`src/rtl/sgpr_wr_port_arbiter_pkg.sv`:
```
// Shared SGPR write-port definitions: port count, select width, default
// lock length and the types used by the write-port arbiter and its picker.
package sgpr_pkg;

   localparam int SGPR_NUM_WR_PORTS   = 8;
   localparam int SGPR_WR_SEL_WIDTH   = 16;
   localparam int SGPR_WR_MAX_LOCK    = 4;
   localparam int SGPR_PTR_WIDTH      = 3;
   localparam int SGPR_LOCK_CNT_WIDTH = 4;

   typedef logic [SGPR_WR_SEL_WIDTH-1:0] sgpr_wr_sel_t;
   typedef logic [SGPR_NUM_WR_PORTS-1:0] sgpr_port_mask_t;
   typedef logic [SGPR_PTR_WIDTH-1:0]    sgpr_port_idx_t;
   typedef logic [SGPR_LOCK_CNT_WIDTH-1:0] sgpr_lock_cnt_t;

   // What the arbiter decided to do with the write port for the next cycle
   typedef enum logic [1:0] {
      ARB_IDLE,
      ARB_GRANT,
      ARB_LOCKED,
      ARB_STALL
   } arb_decision_t;

endpackage

```
`src/rtl/sgpr_wr_port_arbiter_pick.sv`:
```
// Round-robin priority picker for eight requesters: finds the first set bit
// of the eligible mask starting at the pointer and wrapping 7 -> 0.
module rr_prio_pick8
   import sgpr_pkg::*;
(
   input  sgpr_port_mask_t eligMask_i,
   input  sgpr_port_idx_t  prioPtr_i,
   output sgpr_port_mask_t winOnehot_o,
   output sgpr_port_idx_t  winIdx_o,
   output logic            winValid_o
);

   sgpr_port_idx_t scanIdx;
   logic           found;

   // Scan the mask in rotated order so the pointer position has top priority
   always_comb begin
      winOnehot_o = '0;
      winIdx_o    = '0;
      found       = 1'b0;
      scanIdx     = '0;
      for (int i = 0; i < SGPR_NUM_WR_PORTS; i++) begin
         scanIdx = prioPtr_i + SGPR_PTR_WIDTH'(i);
         if (!found && eligMask_i[scanIdx]) begin
            found                = 1'b1;
            winIdx_o             = scanIdx;
            winOnehot_o          = '0;
            winOnehot_o[scanIdx] = 1'b1;
         end
      end
      winValid_o = found;
   end

endmodule

```
`src/rtl/sgpr_wr_port_arbiter.sv`:
```
// Round-robin arbiter for the single SGPR write port. Holds the priority
// pointer, the lock-beat counter and the registered one-hot select/grant.
module sgpr_wr_port_arbiter
   import sgpr_pkg::*;
#(
   parameter int NUM_PORTS = SGPR_NUM_WR_PORTS,
   parameter int SEL_WIDTH = SGPR_WR_SEL_WIDTH,
   parameter int MAX_LOCK  = SGPR_WR_MAX_LOCK
) (
   input  logic                 clk,
   input  logic                 rst_n,
   input  logic [NUM_PORTS-1:0] port_req,
   input  logic [NUM_PORTS-1:0] port_req_lock,
   input  logic                 wr_stall,
   output logic [SEL_WIDTH-1:0] wr_port_select,
   output logic [NUM_PORTS-1:0] port_grant,
   output logic                 arb_busy
);

   localparam sgpr_lock_cnt_t LOCK_LIMIT = SGPR_LOCK_CNT_WIDTH'(MAX_LOCK - 1);

   sgpr_port_mask_t grant_q,     grant_d;
   sgpr_port_mask_t lastGrant_q, lastGrant_d;
   sgpr_port_idx_t  prioPtr_q,   prioPtr_d;
   sgpr_lock_cnt_t  lockCnt_q,   lockCnt_d;
   logic            busy_q,      busy_d;

   sgpr_port_mask_t eligMask;
   sgpr_port_mask_t winOnehot;
   sgpr_port_idx_t  winIdx;
   logic            winValid;
   logic            lockHit;
   arb_decision_t   decision;

   // lastGrant_q tracks the most recent real grant and survives stall beats,
   // so a lock can resume after a stall and that port sits out one round
   assign eligMask = port_req & ~lastGrant_q;
   assign lockHit  = (|(lastGrant_q & port_req & port_req_lock)) && (lockCnt_q < LOCK_LIMIT);

   rr_prio_pick8 u_pick (
      .eligMask_i  (eligMask),
      .prioPtr_i   (prioPtr_q),
      .winOnehot_o (winOnehot),
      .winIdx_o    (winIdx),
      .winValid_o  (winValid)
   );

   // Stall beats everything, then an active lock, then a fresh round-robin pick
   always_comb begin
      decision = ARB_IDLE;
      if (wr_stall) begin
         decision = ARB_STALL;
      end else if (lockHit) begin
         decision = ARB_LOCKED;
      end else if (winValid) begin
         decision = ARB_GRANT;
      end
   end

   // Next grant, pointer, lock counter and busy flag for each decision
   always_comb begin
      grant_d     = '0;
      lastGrant_d = lastGrant_q;
      prioPtr_d   = prioPtr_q;
      lockCnt_d   = lockCnt_q;
      busy_d      = 1'b0;
      case (decision)
         ARB_STALL: begin
            grant_d = '0;
         end
         ARB_LOCKED: begin
            grant_d   = lastGrant_q;
            lockCnt_d = lockCnt_q + 1'b1;
            busy_d    = 1'b1;
         end
         ARB_GRANT: begin
            grant_d     = winOnehot;
            lastGrant_d = winOnehot;
            prioPtr_d   = winIdx + 1'b1;
            lockCnt_d   = '0;
         end
         default: begin
            lastGrant_d = '0;
            lockCnt_d   = '0;
         end
      endcase
   end

   // Arbiter state and registered outputs, cleared asynchronously
   always_ff @(posedge clk or negedge rst_n) begin
      if (!rst_n) begin
         grant_q     <= '0;
         lastGrant_q <= '0;
         prioPtr_q   <= '0;
         lockCnt_q   <= '0;
         busy_q      <= 1'b0;
      end else begin
         grant_q     <= grant_d;
         lastGrant_q <= lastGrant_d;
         prioPtr_q   <= prioPtr_d;
         lockCnt_q   <= lockCnt_d;
         busy_q      <= busy_d;
      end
   end

   assign port_grant     = grant_q;
   assign wr_port_select = {{(SEL_WIDTH-NUM_PORTS){1'b0}}, grant_q};
   assign arb_busy       = busy_q;

endmodule

```
`config.mk`:
```
export PLATFORM = sky130hd
export DESIGN_NAME = sgpr_wr_port_arbiter
export DESIGN_NICKNAME = d
export VERILOG_FILES = /design/src/rtl/sgpr_wr_port_arbiter_pkg.sv /design/src/rtl/sgpr_wr_port_arbiter_pick.sv /design/src/rtl/sgpr_wr_port_arbiter.sv
export SDC_FILE = /design/constraint.sdc
export NUM_CORES = 1
export LEC_CHECK = 0
export BUFFER_PORTS_ARGS = -buffer_cell sky130_fd_sc_hd__buf_2
export CORE_ASPECT_RATIO = 0.5
export CORE_MARGIN = 2
export CORE_UTILIZATION = 40
export CTS_CLUSTER_SIZE = 20
export DETAILED_ROUTE_END_ITERATION = 8
export PLACE_DENSITY_LB_ADDON = 0.1
export SLEW_MARGIN = 10
export SYNTH_ARGS = -nofsm -noshare
export SYNTH_HDL_FRONTEND = slang
export SYNTH_SLANG_ARGS = --single-unit
```
`constraint.sdc`:
```
create_clock -name clk -period 5.7 [get_ports clk]
set_clock_uncertainty 0.05 [all_clocks]
set_input_delay 0.855 -clock clk [delete_from_list [all_inputs] [get_ports clk]]
set_output_delay 0.855 -clock clk [all_outputs]
set_load 0.01 [all_outputs]
```
==> results of run 1 <==
## per-stage QoR
step	util [%]	hold WS, ps	setup WS [ps]	cell area, µm²	instances
after floorplan	-	397	1400	3300	403
after global placement	43.0	407	1140	3430	516
after detailed placement	43.0	419	998	3430	516
after CTS	44.3	428	991	3530	520
after global routing	44.3	441	642	3530	520
final	44.3	425	911	3530	520
## critical path, cell delays in order (launching register included)
cell	delay (ps)
sky130_fd_sc_hd__dfrtp_1	580
sky130_fd_sc_hd__clkinv_1	420
sky130_fd_sc_hd__ha_1	360
sky130_fd_sc_hd__nor2b_1	130
sky130_fd_sc_hd__or2_1	410
sky130_fd_sc_hd__mux4_2	640
sky130_fd_sc_hd__nor4_4	260
sky130_fd_sc_hd__buf_4	230
sky130_fd_sc_hd__a41oi_1	210
sky130_fd_sc_hd__or2_2	370
sky130_fd_sc_hd__ha_1	430
sky130_fd_sc_hd__o41a_1	250
sky130_fd_sc_hd__mux2_2	280
## flip-flops by register name, indices dropped and copies added (netlist names)
name         flops
arb_busy         1
lastGrant_q      8
lockCnt_q        4
port_grant       8
prioPtr_q        3
## cell usage after synthesis (all sizes together), types with 3 or more instances
cell | n | share of area (%)
a22oi | 3 | 0.69
a21oi | 23 | 3.5
mux4 | 18 | 12
a311oi | 5 | 1.3
nor3 | 6 | 0.92
dfrtp | 24 | 18
o21ai | 18 | 2.9
a31oi | 4 | 0.76
o2111ai | 4 | 1.1
o221ai | 4 | 1.1
buf | 27 | 5.8
nor3b | 5 | 1.1
o211ai | 9 | 2.1
nand3 | 20 | 3.2
a2111oi | 5 | 1.5
nor4 | 3 | 1.5
a21boi | 3 | 0.69
ha | 12 | 4.6
and3 | 5 | 0.96
nor2 | 34 | 3.9
mux2i | 18 | 5.5
and2 | 4 | 0.76
a21o | 3 | 0.69
nand2 | 43 | 4.9
nor2b | 13 | 2.5
o21a | 3 | 0.69
inv | 8 | 0.92
nand2b | 10 | 1.9
a32oi | 5 | 1.3
or2 | 4 | 0.76
clkbuf | 15 | 1.7
## cell type report
class | instances | area (µm²)
fillers | 792 | 4440
multi-input cells | 327 | 2420
flip-flops and latches | 24 | 601
repair buffers | 43 | 235
well taps | 112 | 140
clock buffers | 3 | 75.1
inverters | 10 | 37.5
clock inverters | 1 | 30.0
## worst min path at each step
stage | start | endpoint | slack, ps | cells after the start
after floorplan | lockCnt_q[3] | lockCnt_q[3] | 400 | 1
after global placement | lockCnt_q[3] | lockCnt_q[3] | 410 | 1
after detailed placement | lockCnt_q[3] | lockCnt_q[3] | 420 | 1
after CTS | lockCnt_q[3] | lockCnt_q[3] | 430 | 1
after global routing | lockCnt_q[3] | lockCnt_q[3] | 440 | 1
final | lockCnt_q[3] | lockCnt_q[3] | 420 | 1
## cell families after synthesis
group / after synthesis / synth area share [%]
flops: 24 / 18.3
simple gates: 154 / 24.1
mux: 38 / 18.6
fa+ha+maj: 12 / 4.59
other cells: 1 / 0.115
xor+xnor: 3 / 0.803
buf+inv: 52 / 8.67
compound gates: 112 / 24.8
## layer usage
layer | GRT usage (%) | vias up | wire (µm)
met3 | 9.11 | 24 | 1480
met2 | 40.0 | 207 | 4680
met1 | 38.1 | 1636 | 5380
li1 | - | 1514 | -
met5 | 0 | - | 0
met4 | 3.53 | 0 | 146
==> run summary, run 1 <==
====================================================================================
Result of the run .....................................................    completed
Length of the first detailed-routing pass in iterations ...............            5
Area of the die .......................................................  0.00897 mm²
FFs w/ async S/R, synth ...............................................         100%
Synth-to-Final Area Change ............................................        7.95%
Worst Setup Start Kind ................................................     register
Synthesized instance count ............................................          396
Clk pin slew, worst setup/hold paths ..................................        70 ps
Count of maximum capacitance violations ...............................            0
Setup violations, final ...............................................            0
Synth warnings ........................................................            0
Number of buffers inserted for hold repair after clock tree synthesis .            0
Number of placement rows ..............................................           23
Reg-to-reg critical path endpoint ..................................... lastGrant_q[2]
Synthesized cell area .................................................  0.00327 mm²
Distinct cell type count after synthesis ..............................           67
DRC marker count from the first detailed-route iteration ..............          521
Timing endpoint of the critical path .................................. lastGrant_q[2]
TritonCTS clock tree ..................................................          yes
Global routing usage summed across all routing layers .................        26.7%
Unrepaired setup endpoints after global routing .......................        false
Data required time at the worst endpoint ..............................      5800 ps
Worst setup path class ................................................      reg2reg
Final weighted congestion of routability-driven global placement ......         1.02
Vias in the first global route ........................................        3,103
Share of final-layout standard cells stronger than drive strength 1 ...        19.1%
Clk root buf .......................................................... sky130_fd_sc_hd__clkbuf_16
Count of pins on the block boundary ...................................           44
Number of register bits inferred by synthesis .........................           24
Global-route wire length before repair ................................    18,400 µm
Area inside the core boundary .........................................  0.00797 mm²
Die span in y .........................................................      68.0 µm
Per-instance average area after synthesis .............................     8.27 µm²
Total congestion overflow .............................................            0
Most frequent cells in the layout ..................................... sky130_fd_sc_hd__nand2_1, sky130_fd_sc_hd__buf_2, sky130_fd_sc_hd__nor2_1, sky130_fd_sc_hd__dfrtp_1, sky130_fd_sc_hd__a21oi_1
Clock tree sinks ......................................................           24
Detailed-placement wirelength estimate ................................      8760 µm
Part of the cycle the worst path needs ................................        84.0%
Most common cell after layout, fill and taps aside .................... sky130_fd_sc_hd__nand2_1
Insertion delay to the later sink of the worst-skew pair ..............       260 ps
Total negative slack ..................................................         0 ps
Final Hold Vio Count ..................................................            0
Worst r2r path cells ..................................................           12
Num CTS Buffers .......................................................            3
Measured slew at the worst slew-check pin .............................       878 ps
Maximum frequency from static timing analysis .........................    0.209 GHz
Origin of the critical flop-to-flop path .............................. prioPtr_q[1]
Critical path capture point type ......................................     register
Fin nets ..............................................................          440
Period minus WS final .................................................      4790 ps
Via-per-instance ratio ................................................         6.50
Largest net degree at the start of global routing .....................           40
Maximum root-to-sink buffer count .....................................            2
Max FO, Critical Path .................................................           19
Horizontal die dimension ..............................................       132 µm
Drt drc ...............................................................            0
Critical Path Source .................................................. prioPtr_q[1]
Detailed-route via count ..............................................        3,381
Number of antenna diodes ..............................................            0
Post-Route WL .........................................................    11,700 µm
Number of post-CTS setup repair buffers ...............................            0
Buffers added on ports ................................................           35
Leading register cell type out of synthesis ........................... sky130_fd_sc_hd__dfrtp_1
Arrival time at the worst endpoint ....................................      4890 ps
Register-to-register setup slack ......................................       910 ps
Worst slew margin relative to its limit ...............................        41.1%
H-tree level count ....................................................            1
Number of routed nets with antenna violations .........................            0
Sequential cell area fraction in the yosys report .....................        18.3%
Routed wire per std cell ..............................................      22.5 µm
Final slew viol count .................................................            0
Count of cells resized by post-cts repair .............................            0
Starting utilization of the core area .................................        41.1%
Post-synth EDFFs ......................................................            0
Hold Path Class .......................................................      reg2reg
Initial antenna violation count .......................................            0
====================================================================================
Power of run 1 is left out: the tool's default activity adds up to more than one toggle a clock period on the data nets, which glitch-free logic cannot reach.
==> run 2, diff against run 1 <==
Clock period 5.7 ns to 4.34 ns, I/O delays scaled along.
==> run 2 against run 1 <==
Net effect:
- non-clock buffer count rose by 11
- register-to-register slack got worse by 580 ps
- routed wire length fell by 3.1%
- cell area rose by 2.5%
==> run summary, run 2 (synthesis results as in run 1) <==
====================================================================================
H-tree level count ....................................................            1
Detailed-placement wirelength estimate ................................      8590 µm
Unrepaired setup endpoints after global routing .......................        false
Via-per-instance ratio ................................................         6.47
Share of final-layout standard cells stronger than drive strength 1 ...        21.7%
Initial antenna violation count .......................................            0
Number of routed nets with antenna violations .........................            0
Length of the first detailed-routing pass in iterations ...............            7
Horizontal die dimension ..............................................       132 µm
Final weighted congestion of routability-driven global placement ......         1.00
Hold WS ...............................................................       324 ps
Arrival time at the worst endpoint ....................................      4150 ps
Maximum root-to-sink buffer count .....................................            2
Global-route wire length before repair ................................    17,800 µm
Worst setup path class ................................................      reg2reg
Clock tree sinks ......................................................           24
Vias in the first global route ........................................        3,257
Starting utilization of the core area .................................        41.1%
Final cell count without fillers ......................................          531
Measured slew at the worst slew-check pin .............................      1270 ps
Register-to-register setup slack ......................................       330 ps
Synth-to-Final Area Change ............................................        10.6%
Final Hold Vio Count ..................................................            0
Critical path capture point type ......................................     register
Drt drc ...............................................................            0
Count of pins on the block boundary ...................................           44
Total negative slack ..................................................         0 ps
Fin nets ..............................................................          451
Total congestion overflow .............................................            0
Number of buffers inserted for hold repair after clock tree synthesis .            0
Post-Route WL .........................................................    11,300 µm
Data required time at the worst endpoint ..............................      4480 ps
Most frequent cells in the layout ..................................... sky130_fd_sc_hd__nand2_1, sky130_fd_sc_hd__buf_2, sky130_fd_sc_hd__nor2_1, sky130_fd_sc_hd__dfrtp_1, sky130_fd_sc_hd__a21oi_1
Post-placement cell count .............................................          527
Hold Path Class .......................................................     in2async
Final slew viol count .................................................            0
Die span in y .........................................................      68.0 µm
Insertion delay to the later sink of the worst-skew pair ..............       260 ps
Routed wire per std cell ..............................................      21.3 µm
Most common cell after layout, fill and taps aside .................... sky130_fd_sc_hd__nand2_1
Period minus WS final .................................................      4010 ps
Largest net degree at the start of global routing .....................           25
Number of placement rows ..............................................           23
Part of the cycle the worst path needs ................................        92.4%
Clk pin slew, worst setup/hold paths ..................................        60 ps
TritonCTS clock tree ..................................................          yes
Buffers added on ports ................................................           35
Num CTS Buffers .......................................................            3
Clk root buf .......................................................... sky130_fd_sc_hd__clkbuf_16
Global routing usage summed across all routing layers .................        25.8%
Detailed-route via count ..............................................        3,438
Count of cells resized by post-cts repair .............................            0
Area of the die .......................................................  0.00897 mm²
DRC marker count from the first detailed-route iteration ..............          598
Worst slew margin relative to its limit ...............................        12.9%
Result of the run .....................................................    completed
Area inside the core boundary .........................................  0.00797 mm²
Count of maximum capacitance violations ...............................            0
Maximum frequency from static timing analysis .........................    0.249 GHz
Core utilization of the finished layout ...............................        45.4%
Max FO, Critical Path .................................................           19
Number of antenna diodes ..............................................            0
Worst Setup Start Kind ................................................     register
Setup violations, final ...............................................            0
Number of post-CTS setup repair buffers ...............................            0
====================================================================================
[run 2: cell types whose count changed in the layout (fill, tap and decap cells not counted), sizes merged]
cell | before | now
buf | 43 | 54
[run 2: worst paths after layout]
check,start,endpoint,cells after the start
worst min register to register,lockCnt_q[3],lockCnt_q[3],1
max in group asynchronous,rst_n,prioPtr_q[0],1
worst min-delay path,rst_n,port_grant[4],1
worst max-delay path,prioPtr_q[2],port_grant[7],12
worst max register to register,prioPtr_q[2],port_grant[7],12
min in group clk,lockCnt_q[3],lockCnt_q[3],1
[run 2: per-layer routing]
metal  global-route usage [%]  share of wire (%)
met5                        0                  0
met4                     6.52                1.7
met3                     4.22                 12
met2                     41.5                 42
met1                     36.5                 44
[run 2: worst max-delay path: stages (launching register included)]
cell and delay [ps]:
sky130_fd_sc_hd__dfrtp_1 610, sky130_fd_sc_hd__clkinv_1 180, sky130_fd_sc_hd__ha_1 550, sky130_fd_sc_hd__mux4_2 550
sky130_fd_sc_hd__mux2i_1 160, sky130_fd_sc_hd__buf_4 160, sky130_fd_sc_hd__inv_1 40, sky130_fd_sc_hd__a41oi_1 310
sky130_fd_sc_hd__or2_2 210, sky130_fd_sc_hd__ha_2 420, sky130_fd_sc_hd__o21ai_0 170, sky130_fd_sc_hd__a211o_1 370
sky130_fd_sc_hd__a21oi_1 150
[run 2: final cells by class]
class	count	area, µm²
clock buffer	3	75.1
clock inverter	1	30.0
fill	794	4350
inverter	10	37.5
multi-input combinational	327	2420
sequential	24	601
tap	112	140
timing repair buffer	54	318
[run 2: per-stage QoR]
| stage | instance area, µm² | setup slack, ps |
|---|---|---|
| finish | 3620 | 330 |
| global route | 3620 | 97.3 |
| CTS | 3620 | 154 |
| detailed placement | 3510 | 182 |
| global placement | 3510 | 275 |
| floorplan | 3300 | 39.0 |
Power of run 2 is left out for the same reason.
==> run 3, diff against run 2 <==
Settings changed: CORE_MARGIN 2 to 3, SLEW_MARGIN 10 to 5.
==> run 3 against run 2 <==
Net effect:
- first-iteration DRC count fell by 32%
- highest routed layer unchanged
- non-clock buffer count rose by 3
- register-to-register slack got worse by 100 ps
- via count barely moved
- die area rose by 4.5%
- sequential share of layout area fell by 0.091 points
- core utilization rose by 2.3 points
==> run summary, run 3 (synthesis results as in run 1) <==
==================================================================================
H-tree level count ..................................................            1
Insertion delay to the later sink of the worst-skew pair ............       260 ps
Total negative slack ................................................         0 ps
Detailed-route via count ............................................        3,440
Clk root buf ........................................................ sky130_fd_sc_hd__clkbuf_16
Final Hold Vio Count ................................................            0
Count of pins on the block boundary .................................           44
Period minus WS final ...............................................      4110 ps
Maximum root-to-sink buffer count ...................................            2
Arrival time at the worst endpoint ..................................      4240 ps
Total congestion overflow ...........................................            0
Synth-to-Final Area Change ..........................................        11.2%
Length of the first detailed-routing pass in iterations .............            5
Via-per-instance ratio ..............................................         6.49
Origin of the critical flop-to-flop path ............................ prioPtr_q[2]
Amount of wire on met2 after detailed routing .......................      4780 µm
Reg-to-reg critical path endpoint ................................... port_grant[7]
Data required time at the worst endpoint ............................      4470 ps
Initial antenna violation count .....................................            0
Vias in the first global route ......................................        3,194
Starting utilization of the core area ...............................        42.9%
Horizontal die dimension ............................................       134 µm
Clock tree sinks ....................................................           24
Unrepaired setup endpoints after global routing .....................        false
Final cell count without fillers ....................................          530
Area of the die .....................................................  0.00937 mm²
Number of post-CTS setup repair buffers .............................            0
Routed wl met3 ......................................................      1410 µm
Most frequent cells in the layout ................................... sky130_fd_sc_hd__nand2_1, sky130_fd_sc_hd__buf_2, sky130_fd_sc_hd__nor2_1, sky130_fd_sc_hd__dfrtp_1, sky130_fd_sc_hd__a21oi_1
Most common cell after layout, fill and taps aside .................. sky130_fd_sc_hd__nand2_1
Number of routed nets with antenna violations .......................            0
Max FO, Critical Path ...............................................           19
Measured slew at the worst slew-check pin ...........................      1030 ps
Share of final-layout standard cells stronger than drive strength 1 .        22.3%
Clk pin slew, worst setup/hold paths ................................        70 ps
Worst slew margin relative to its limit .............................        31.0%
Detailed-placement wirelength estimate ..............................      9180 µm
Buffers added on ports ..............................................           35
Hold Path Class .....................................................     in2async
Critical path capture point type ....................................     register
Post-placement cell count ...........................................          526
Die span in y .......................................................      70.0 µm
Drt drc .............................................................            0
Highest signal layer in the routed design ...........................         met4
Place WS ............................................................      78.4 ps
Final weighted congestion of routability-driven global placement ....        0.992
Final slew viol count ...............................................            0
Part of the cycle the worst path needs ..............................        94.7%
Count of maximum capacitance violations .............................            0
Fin nets ............................................................          454
Setup violations, final .............................................            0
Worst r2r path cells ................................................           11
Num CTS Buffers .....................................................            3
DRC marker count from the first detailed-route iteration ............          409
Number of fillers in the final layout ...............................          741
Largest net degree at the start of global routing ...................           25
Routed wire per std cell ............................................      22.4 µm
Min setup slack post-route ..........................................       230 ps
Maximum frequency from static timing analysis .......................    0.243 GHz
Register-to-register setup slack ....................................       230 ps
Result of the run ...................................................    completed
Hold WS .............................................................       322 ps
TritonCTS clock tree ................................................          yes
Global-route wire length before repair ..............................    18,500 µm
Number of antenna diodes ............................................            0
Worst Setup Start Kind ..............................................     register
Global routing usage summed across all routing layers ...............        24.9%
Area inside the core boundary .......................................  0.00762 mm²
Post-Route WL .......................................................    11,900 µm
Metal-1 WL ..........................................................      5480 µm
Number of placement rows ............................................           22
Worst setup path class ..............................................      reg2reg
==================================================================================
run 3: cell types whose count changed in the layout (fill, tap and decap cells not counted):
cell                        previous run  this run
sky130_fd_sc_hd__a2111oi_0             4         2
sky130_fd_sc_hd__a2111oi_1             0         2
sky130_fd_sc_hd__buf_4                19        22
run 3: metal layers:
layer / vias up / global-route usage [%]
met1: 1670 / 37.1
met2: 206 / 33.5
met4: 0 / 5.70
met3: 22 / 9.57
li1: 1542 / -
met5: - / 0
run 3: worst max-delay path by stage:
| stage | start | to | slack, ps | depth (start not counted) |
|---|---|---|---|---|
| global placement | prioPtr_q[2] | port_grant[7] | 20 | 11 |
| global route | prioPtr_q[2] | port_grant[7] | 50 | 11 |
| floorplan | prioPtr_q[0] | port_grant[1] | 40 | 18 |
| finish | prioPtr_q[2] | port_grant[7] | 230 | 11 |
| CTS | prioPtr_q[2] | port_grant[7] | 40 | 11 |
| detailed placement | prioPtr_q[2] | lastGrant_q[7] | 80 | 11 |
run 3: cell type report:
type                       instances  area, µm²  area share (%)
timing repair buffer              57        340            9.34
sequential                        24        601            16.5
multi-input combinational        327       2420            66.5
tap                              108        135            3.71
clock buffer                       3       75.1            2.06
inverter                          10       37.5            1.03
clock inverter                     1       30.0           0.824
run 3: what timing repair did:
| item | CTS | global route |
|---|---|---|
| hold buffers | 0 | 0 |
| resized for setup | 0 | 3 |
| endpoints found under the setup margin | 0 | 14 |
run 3: metrics by stage:
stage / utilization, % / instance area (µm²)
after floorplan: - / 3300
after detailed placement: 46.3 / 3530
after global routing: 47.8 / 3640
after CTS: 47.7 / 3640
after global placement: 46.3 / 3530
final: 47.8 / 3640
run 3: critical path: stages, from the launching register on:
cell	delay (ps)
sky130_fd_sc_hd__dfrtp_1	620
sky130_fd_sc_hd__clkinv_1	180
sky130_fd_sc_hd__ha_2	510
sky130_fd_sc_hd__mux4_2	530
sky130_fd_sc_hd__mux2i_1	320
sky130_fd_sc_hd__inv_1	80
sky130_fd_sc_hd__a41oi_1	400
sky130_fd_sc_hd__or2_2	220
sky130_fd_sc_hd__ha_2	420
sky130_fd_sc_hd__o21ai_0	170
sky130_fd_sc_hd__a211o_1	380
sky130_fd_sc_hd__a21oi_1	160
Power of run 3 is left out for the same reason.
